--- src/rtl/vga_timing.sv ---
`default_nettype none
// ============================================================================
// Module   : vga_timing
// Purpose  : Raster timing generator for a VGA-style display. Free-running
//            horizontal/vertical pixel counters with sync, visible-region and
//            tick decode. Defaults give 640x480 @ 60 Hz from a 25 MHz clock.
// Ports    : clk        - pixel clock (single clock domain)
//            rst        - synchronous, active-high reset
//            hsync      - horizontal sync, active low
//            vsync      - vertical sync, active low
//            active     - high while the current pixel is visible
//            x, y       - current horizontal / vertical counter values
//            line_tick  - one-cycle pulse on the last pixel of every line
//            frame_tick - one-cycle pulse on the first pixel of vertical
//                         blanking (hcnt == 0, vcnt == V_ACTIVE)
//            frame_cnt  - 16-bit frame counter
// Options  : VGA_FRAME_CNT_EN - when defined, frame_cnt counts frame_tick
//            pulses (wrapping at 0xFFFF); otherwise frame_cnt is tied to 0
//            and no counter register exists.
// Limits   : H_TOTAL and V_TOTAL must not exceed 1024 (10-bit counters).
// Revision : 1.0 - initial release
// ============================================================================
module vga_timing #(
  parameter int H_ACTIVE = 640,
  parameter int H_FP     = 16,
  parameter int H_SYNC   = 96,
  parameter int H_BP     = 48,
  parameter int V_ACTIVE = 480,
  parameter int V_FP     = 10,
  parameter int V_SYNC   = 2,
  parameter int V_BP     = 33
) (
  input  logic        clk,
  input  logic        rst,
  output logic        hsync,
  output logic        vsync,
  output logic        active,
  output logic [9:0]  x,
  output logic [9:0]  y,
  output logic        line_tick,
  output logic        frame_tick,
  output logic [15:0] frame_cnt
);

  localparam int H_TOTAL = H_ACTIVE + H_FP + H_SYNC + H_BP;
  localparam int V_TOTAL = V_ACTIVE + V_FP + V_SYNC + V_BP;

  localparam logic [9:0] H_LAST = 10'(H_TOTAL - 1);
  localparam logic [9:0] V_LAST = 10'(V_TOTAL - 1);

  // Decode thresholds are one bit wider than the counters so that a region
  // ending exactly at 1024 (e.g. zero back porch) does not wrap to 0.
  localparam logic [10:0] H_ACT_END  = 11'(H_ACTIVE);
  localparam logic [10:0] H_SYNC_BEG = 11'(H_ACTIVE + H_FP);
  localparam logic [10:0] H_SYNC_END = 11'(H_ACTIVE + H_FP + H_SYNC);
  localparam logic [10:0] V_ACT_END  = 11'(V_ACTIVE);
  localparam logic [10:0] V_SYNC_BEG = 11'(V_ACTIVE + V_FP);
  localparam logic [10:0] V_SYNC_END = 11'(V_ACTIVE + V_FP + V_SYNC);
  localparam logic [10:0] H_LAST_W   = 11'(H_TOTAL - 1);

  logic [9:0]  hcnt_q, hcnt_d;
  logic [9:0]  vcnt_q, vcnt_d;
  logic        h_wrap;
  logic [10:0] h_nxt_w, v_nxt_w;

  logic hsync_q, hsync_d;
  logic vsync_q, vsync_d;
  logic active_q, active_d;
  logic line_tick_q, line_tick_d;
  logic frame_tick_q, frame_tick_d;

  // --------------------------------------------------------------------------
  // Counter next-state. Reset is folded into the next-state value so that
  // the decoded flops below see the post-reset position (0,0) as well.
  // --------------------------------------------------------------------------
  always_comb begin
    h_wrap = (hcnt_q == H_LAST);
    hcnt_d = h_wrap ? 10'd0 : hcnt_q + 10'd1;
    vcnt_d = vcnt_q;
    if (h_wrap) begin
      vcnt_d = (vcnt_q == V_LAST) ? 10'd0 : vcnt_q + 10'd1;
    end
    if (rst) begin
      hcnt_d = 10'd0;
      vcnt_d = 10'd0;
    end
  end

  // --------------------------------------------------------------------------
  // Output decode. Each output is computed from the *next* counter values
  // and registered alongside the counters, so it lines up with x/y in the
  // same cycle yet leaves the chip straight from a flop: sync pulses are
  // glitch-free.
  // --------------------------------------------------------------------------
  always_comb begin
    h_nxt_w      = {1'b0, hcnt_d};
    v_nxt_w      = {1'b0, vcnt_d};
    hsync_d      = !((h_nxt_w >= H_SYNC_BEG) && (h_nxt_w < H_SYNC_END));
    vsync_d      = !((v_nxt_w >= V_SYNC_BEG) && (v_nxt_w < V_SYNC_END));
    active_d     = (h_nxt_w < H_ACT_END) && (v_nxt_w < V_ACT_END);
    line_tick_d  = (h_nxt_w == H_LAST_W);
    frame_tick_d = (h_nxt_w == 11'd0) && (v_nxt_w == V_ACT_END);
  end

  always_ff @(posedge clk) begin
    hcnt_q       <= hcnt_d;
    vcnt_q       <= vcnt_d;
    hsync_q      <= hsync_d;
    vsync_q      <= vsync_d;
    active_q     <= active_d;
    // Ticks are suppressed while reset is held so none escape during reset.
    line_tick_q  <= line_tick_d & ~rst;
    frame_tick_q <= frame_tick_d & ~rst;
  end

  assign x          = hcnt_q;
  assign y          = vcnt_q;
  assign hsync      = hsync_q;
  assign vsync      = vsync_q;
  assign active     = active_q;
  assign line_tick  = line_tick_q;
  assign frame_tick = frame_tick_q;

  // --------------------------------------------------------------------------
  // Optional frame counter: advances on the edge that closes the frame_tick
  // cycle, so it reads the new frame number from the following pixel on.
  // --------------------------------------------------------------------------
`ifdef VGA_FRAME_CNT_EN
  logic [15:0] frame_cnt_q, frame_cnt_d;

  always_comb begin
    frame_cnt_d = frame_cnt_q;
    if (frame_tick_q) begin
      frame_cnt_d = frame_cnt_q + 16'd1;
    end
  end

  always_ff @(posedge clk) begin
    if (rst) begin
      frame_cnt_q <= 16'h0000;
    end else begin
      frame_cnt_q <= frame_cnt_d;
    end
  end

  assign frame_cnt = frame_cnt_q;
`else
  assign frame_cnt = 16'h0000;
`endif

endmodule
`default_nettype wire

--- config.mk ---
export PLATFORM = sky130hd
export DESIGN_NAME = vga_timing
export DESIGN_NICKNAME = d
export VERILOG_FILES = /design/src/rtl/vga_timing.sv
export SDC_FILE = /design/constraint.sdc
export NUM_CORES = 1
export LEC_CHECK = 0
export ABC_AREA = 1
export CAP_MARGIN = 20
export CORE_ASPECT_RATIO = 1.5
export CORE_MARGIN = 2
export CORE_UTILIZATION = 45
export DETAILED_ROUTE_END_ITERATION = 7
export GPL_TIMING_DRIVEN = 1
export HOLD_SLACK_MARGIN = 0.06
export PLACE_DENSITY = 0.76
export REMOVE_ABC_BUFFERS = 1
export SETUP_SLACK_MARGIN = 0.05
export SLEW_MARGIN = 0
export SYNTH_ARGS = -nofsm -noshare
export SYNTH_HDL_FRONTEND = slang
export SYNTH_SLANG_ARGS = --single-unit
--- constraint.sdc ---
create_clock -name clk -period 2.37 [get_ports clk]
set_input_delay 0.474 -clock clk [delete_from_list [all_inputs] [get_ports clk]]
set_output_delay 0.474 -clock clk [all_outputs]
set_load 0.02 [all_outputs]
==> results list <==
- In this run the post-CTS setup repair buffer count came out at 0.
- In the detailed route, the total length drawn on met2 is 1840 um.
- The worst setup path is of the flip-flop to flip-flop kind.
- Of all nets on the critical path, the largest fanout is 14.
- Netlist Area Pre-Place: 1500 um^2
- After the first detailed-routing iteration, the DRC count stood at 36.
* Warning count from the yosys run: 0
* Clock sink total: 25
- Summing the areas of all and, or, nand and nor instances in the mapped netlist gives roughly 38% of the synthesized area.
* Cell taking the most area after synthesis: sky130_fd_sc_hd__dfxtp_1
- Setup repair after global routing missed its margin: false
- Dividing the detail-routed via count by the number of cells gives between 4 and 5.
- Power spread over the standard cell area amounts to slightly above 400 nW/um^2.
- The final critical path takes up between 80% and 90% of the cycle.
* Post-route standard cell area excluding fillers: 1800 um^2
- 0 antenna diodes ended up in the layout.
* Final routed wirelength across all metal layers: between 3000 and 4000 um
- Tightest Hold Check Type: flip-flop to flip-flop
- Largest family of logic cells by synthesized area: simple AND/OR/NAND/NOR gates
- Top_reg_cell synth: sky130_fd_sc_hd__dfxtp_1
* Die width: just over 50 um
* Global router's overall resource usage: between 10% and 20%
- Synthesized-area fraction occupied by xor and xnor cells: 2.34%
* Die ar.: 3810 um^2
- The via count of the first global-routing pass was between 1k and 1.5k.
- The highest layer touched by signal routing is met4.
- A synthesized cell averages 6.71 um^2.
* Complex-gate fraction of the synthesized area: 5.43%
- The initial utilization of the core area, before any placement, comes to between 40% and 50%.
- CTS Buffer Depth: 2
- Slowest library cell on the worst path: sky130_fd_sc_hd__dfxtp_1
* Final HPWL DP: approximately 2700 um
- Summed over all failing endpoints, the final setup total negative slack is 0 ns.
- After synthesis, the largest area contributor takes up approximately 33% of total cell area.
* DR pass1 iterations: 4
- Yosys mapped a number of flops with a built-in enable equal to 0.
- After floorplanning, the core was divided into 25 placement rows.
* Top-count cell post-synth: sky130_fd_sc_hd__nand2_1
- The number of gates resized after CTS was 0.
- Layout cells sized above 1: roughly 7.5%
* Worst-Skew Late Latency: 0.26 ns
- Clock skew on the completed layout was measured at ~0.0039 ns.
* Number of unique standard cell types used by synthesis: 28
* Required time worst endpoint: ~2.6 ns
* Clock tree root driver cell: sky130_fd_sc_hd__clkbuf_8
- At the end of the flow, the number of nets in the layout was between 200 and 300.
* CTS tree: yes
- The flow ran to the end, and the final reports show no timing, DRC or antenna violations.
* Part of the Yosys area used for sequential elements: roughly 33%
- The count of nets left with antenna violations once routing finished came out at 0.
* Seq cells post-synth: 25
- Detailed routing inserted a total of 1413 vias.
- Placement-stage cell area: 1750 um^2
- Area delta synth->final: 20.2%
- The die is 74.6 um tall.
- Commonest cells in the synthesized netlist: 42 x sky130_fd_sc_hd__nand2_1, 36 x sky130_fd_sc_hd__inv_1, 36 x sky130_fd_sc_hd__nor2_1, 25 x sky130_fd_sc_hd__dfxtp_1, 19 x sky130_fd_sc_hd__nand3_1
- Across the run, the number of max-cap violations was 0.
* Largest stage delay on the critical path: around 0.38 ns
- The core region is approximately 3200 um^2.
* Met3 WL: ~130 um
- Weighted congestion reported at the end of routability-driven placement: about 0.9
- Adder-cell share of the synthesized area: under 10%
- After synthesis, the share of cell area in mux cells is 0%.
- Hold-fix buffers at CTS: 0
- Inserted Clock Buffers: 3
- Endpoint arrival time on the critical path: between 2 and 2.5 ns
- Across the VDD grid, the largest voltage drop is between 400 and 500 uV.
- Clock transition time at the flip-flop clock pins of the worst setup and hold paths: about 0.080 ns
- After technology mapping, the gate count stands at around 220.
* Critical path, cell by cell: ha_1 -> nand2_2 -> nor2_4 -> nand3_4 -> nand2_2 -> nand2_1 -> nand3_1 -> nand2_1 -> nor2_1 -> nand3_1 -> nor2_1
* Top achievable clock speed: approximately 500 MHz
- Pin placement for this block handled between 40 and 50 I/O pins.
- Port buffering added 26 buffers.
- The number of max-slew violations in the final report came to 0.
- After detailed routing, the wire length on met1 is around 1200 um.
- Endpoint kind of the worst setup timing path: flip-flop
* Async set or reset register ratio after synthesis: 0%
- Counting I/O delays and the setup requirement, the final critical path takes 1.95 ns.
* Critical path launch point type: flip-flop
- Number of H-tree branching levels: 1
- In the final routed layout, each cell accounts on average for between 10 and 15 um.
* Remaining design rule violation count: 0
- The number of antenna violations at the first check in global routing came to 0.
- Sorting the synthesized cells by area gives the leading types as sky130_fd_sc_hd__dfxtp_1 33%, sky130_fd_sc_hd__nand2_1 11%, sky130_fd_sc_hd__inv_1 9.0%.
* Total overflow reported by the global router: 0
* Leakage component of the power: slightly above 0.0008 uW
* Pin count of the biggest net entering global routing: 16
* Total setup violations reported at the end of the flow: 0
- Wire length of the first global-routing pass: approximately 5700 um
- The final-report hold violation count came to 0.
-- path summary, 6_finish.rpt --
| kind | startpoint | to | slack (ns) | depth (start not counted) |
|---|---|---|---|---|
| setup / recovery | x[1] | frame_tick | 0.42 | 11 |
| hold / removal | x[9] | hsync | 0.62 | 3 |
| setup reg to reg | x[1] | frame_tick | 0.42 | 11 |
| hold reg to reg | x[9] | hsync | 0.62 | 3 |
-- final cells by class --
class	instances	area [um^2]
multi-input combinational	158	777
timing repair buffer	29	283
sequential	25	500
clock inverter	1	7.51
inverter	37	139
clock buffer	3	41.3
tap	40	50.0
fill	335	1360
-- layout by cell type, fill, tap and decap left out, types with 2 or more instances in the layout --
cell,Yosys,layout
sky130_fd_sc_hd__o21bai_1,2,2
sky130_fd_sc_hd__ha_1,3,3
sky130_fd_sc_hd__conb_1,1,16
sky130_fd_sc_hd__nand2_2,2,2
sky130_fd_sc_hd__o21ai_1,4,4
sky130_fd_sc_hd__xor2_1,2,2
sky130_fd_sc_hd__nor2_2,4,4
sky130_fd_sc_hd__nand4_1,7,7
sky130_fd_sc_hd__nand2_1,42,42
sky130_fd_sc_hd__o21ai_0,4,4
sky130_fd_sc_hd__nor2_4,2,2
sky130_fd_sc_hd__clkbuf_8,0,3
sky130_fd_sc_hd__a21oi_1,2,2
sky130_fd_sc_hd__nand3_2,2,2
sky130_fd_sc_hd__buf_4,16,3
sky130_fd_sc_hd__nor3_1,4,4
sky130_fd_sc_hd__dfxtp_1,25,25
sky130_fd_sc_hd__xnor2_1,2,2
sky130_fd_sc_hd__nand3_1,19,19
sky130_fd_sc_hd__nor2_1,36,36
sky130_fd_sc_hd__clkdlybuf4s50_1,0,26
sky130_fd_sc_hd__inv_1,36,36
-- per-layer routing --
metal  up-vias  track usage, %
met5         -               0
met4         0            6.91
met3        10            1.19
met2        44            39.5
met1       633            20.7
li1        726               -
-- flip-flops by register name, summed over array words and instances (netlist names) --
register / count
active: 1
frame_tick: 1
hsync: 1
line_tick: 1
vsync: 1
x: 10
y: 10
-- metrics by stage --
| step | cells | total power [uW] | utilization [%] | setup WS, ns | hold WS, ns |
|---|---|---|---|---|---|
| finish | 293 | 747 | 56.9 | 0.423 | 0.616 |
| global route | 293 | 787 | 56.9 | 0.222 | 0.641 |
| CTS | 293 | 760 | 56.9 | 0.422 | 0.594 |
| detailed placement | 289 | 510 | 55.4 | 0.437 | 0.589 |
| global placement | 289 | 509 | 55.4 | 0.485 | 0.577 |
| floorplan | 220 | 487 | - | 0.439 | 0.546 |
-- worst max-delay path: cells and delay by family (launching register included) --
| kind | cells | cell delay [ns] |
|---|---|---|
| adder cells (fa/ha/maj) | 1 | 0.23 |
| flip-flops | 1 | 0.38 |
| AND/OR/NAND/NOR | 10 | 1.27 |
-- power by group --
| part | leakage (uW) | switching, uW | internal [uW] |
|---|---|---|---|
| combinational | 0.000584 | 51.5 | 20.5 |
| clock | 0.0000217 | 127 | 119 |
| sequential | 0.000202 | 4.83 | 424 |
-- cells by family after synthesis --
group	Yosys count
XOR/XNOR	4
AND/OR/NAND/NOR	121
adder cells (fa/ha/maj)	3
other	1
AO/OA/AOI/OAI	14
flip-flops	25
buffers and inverters	55
Power figures use the tool's default switching activity.
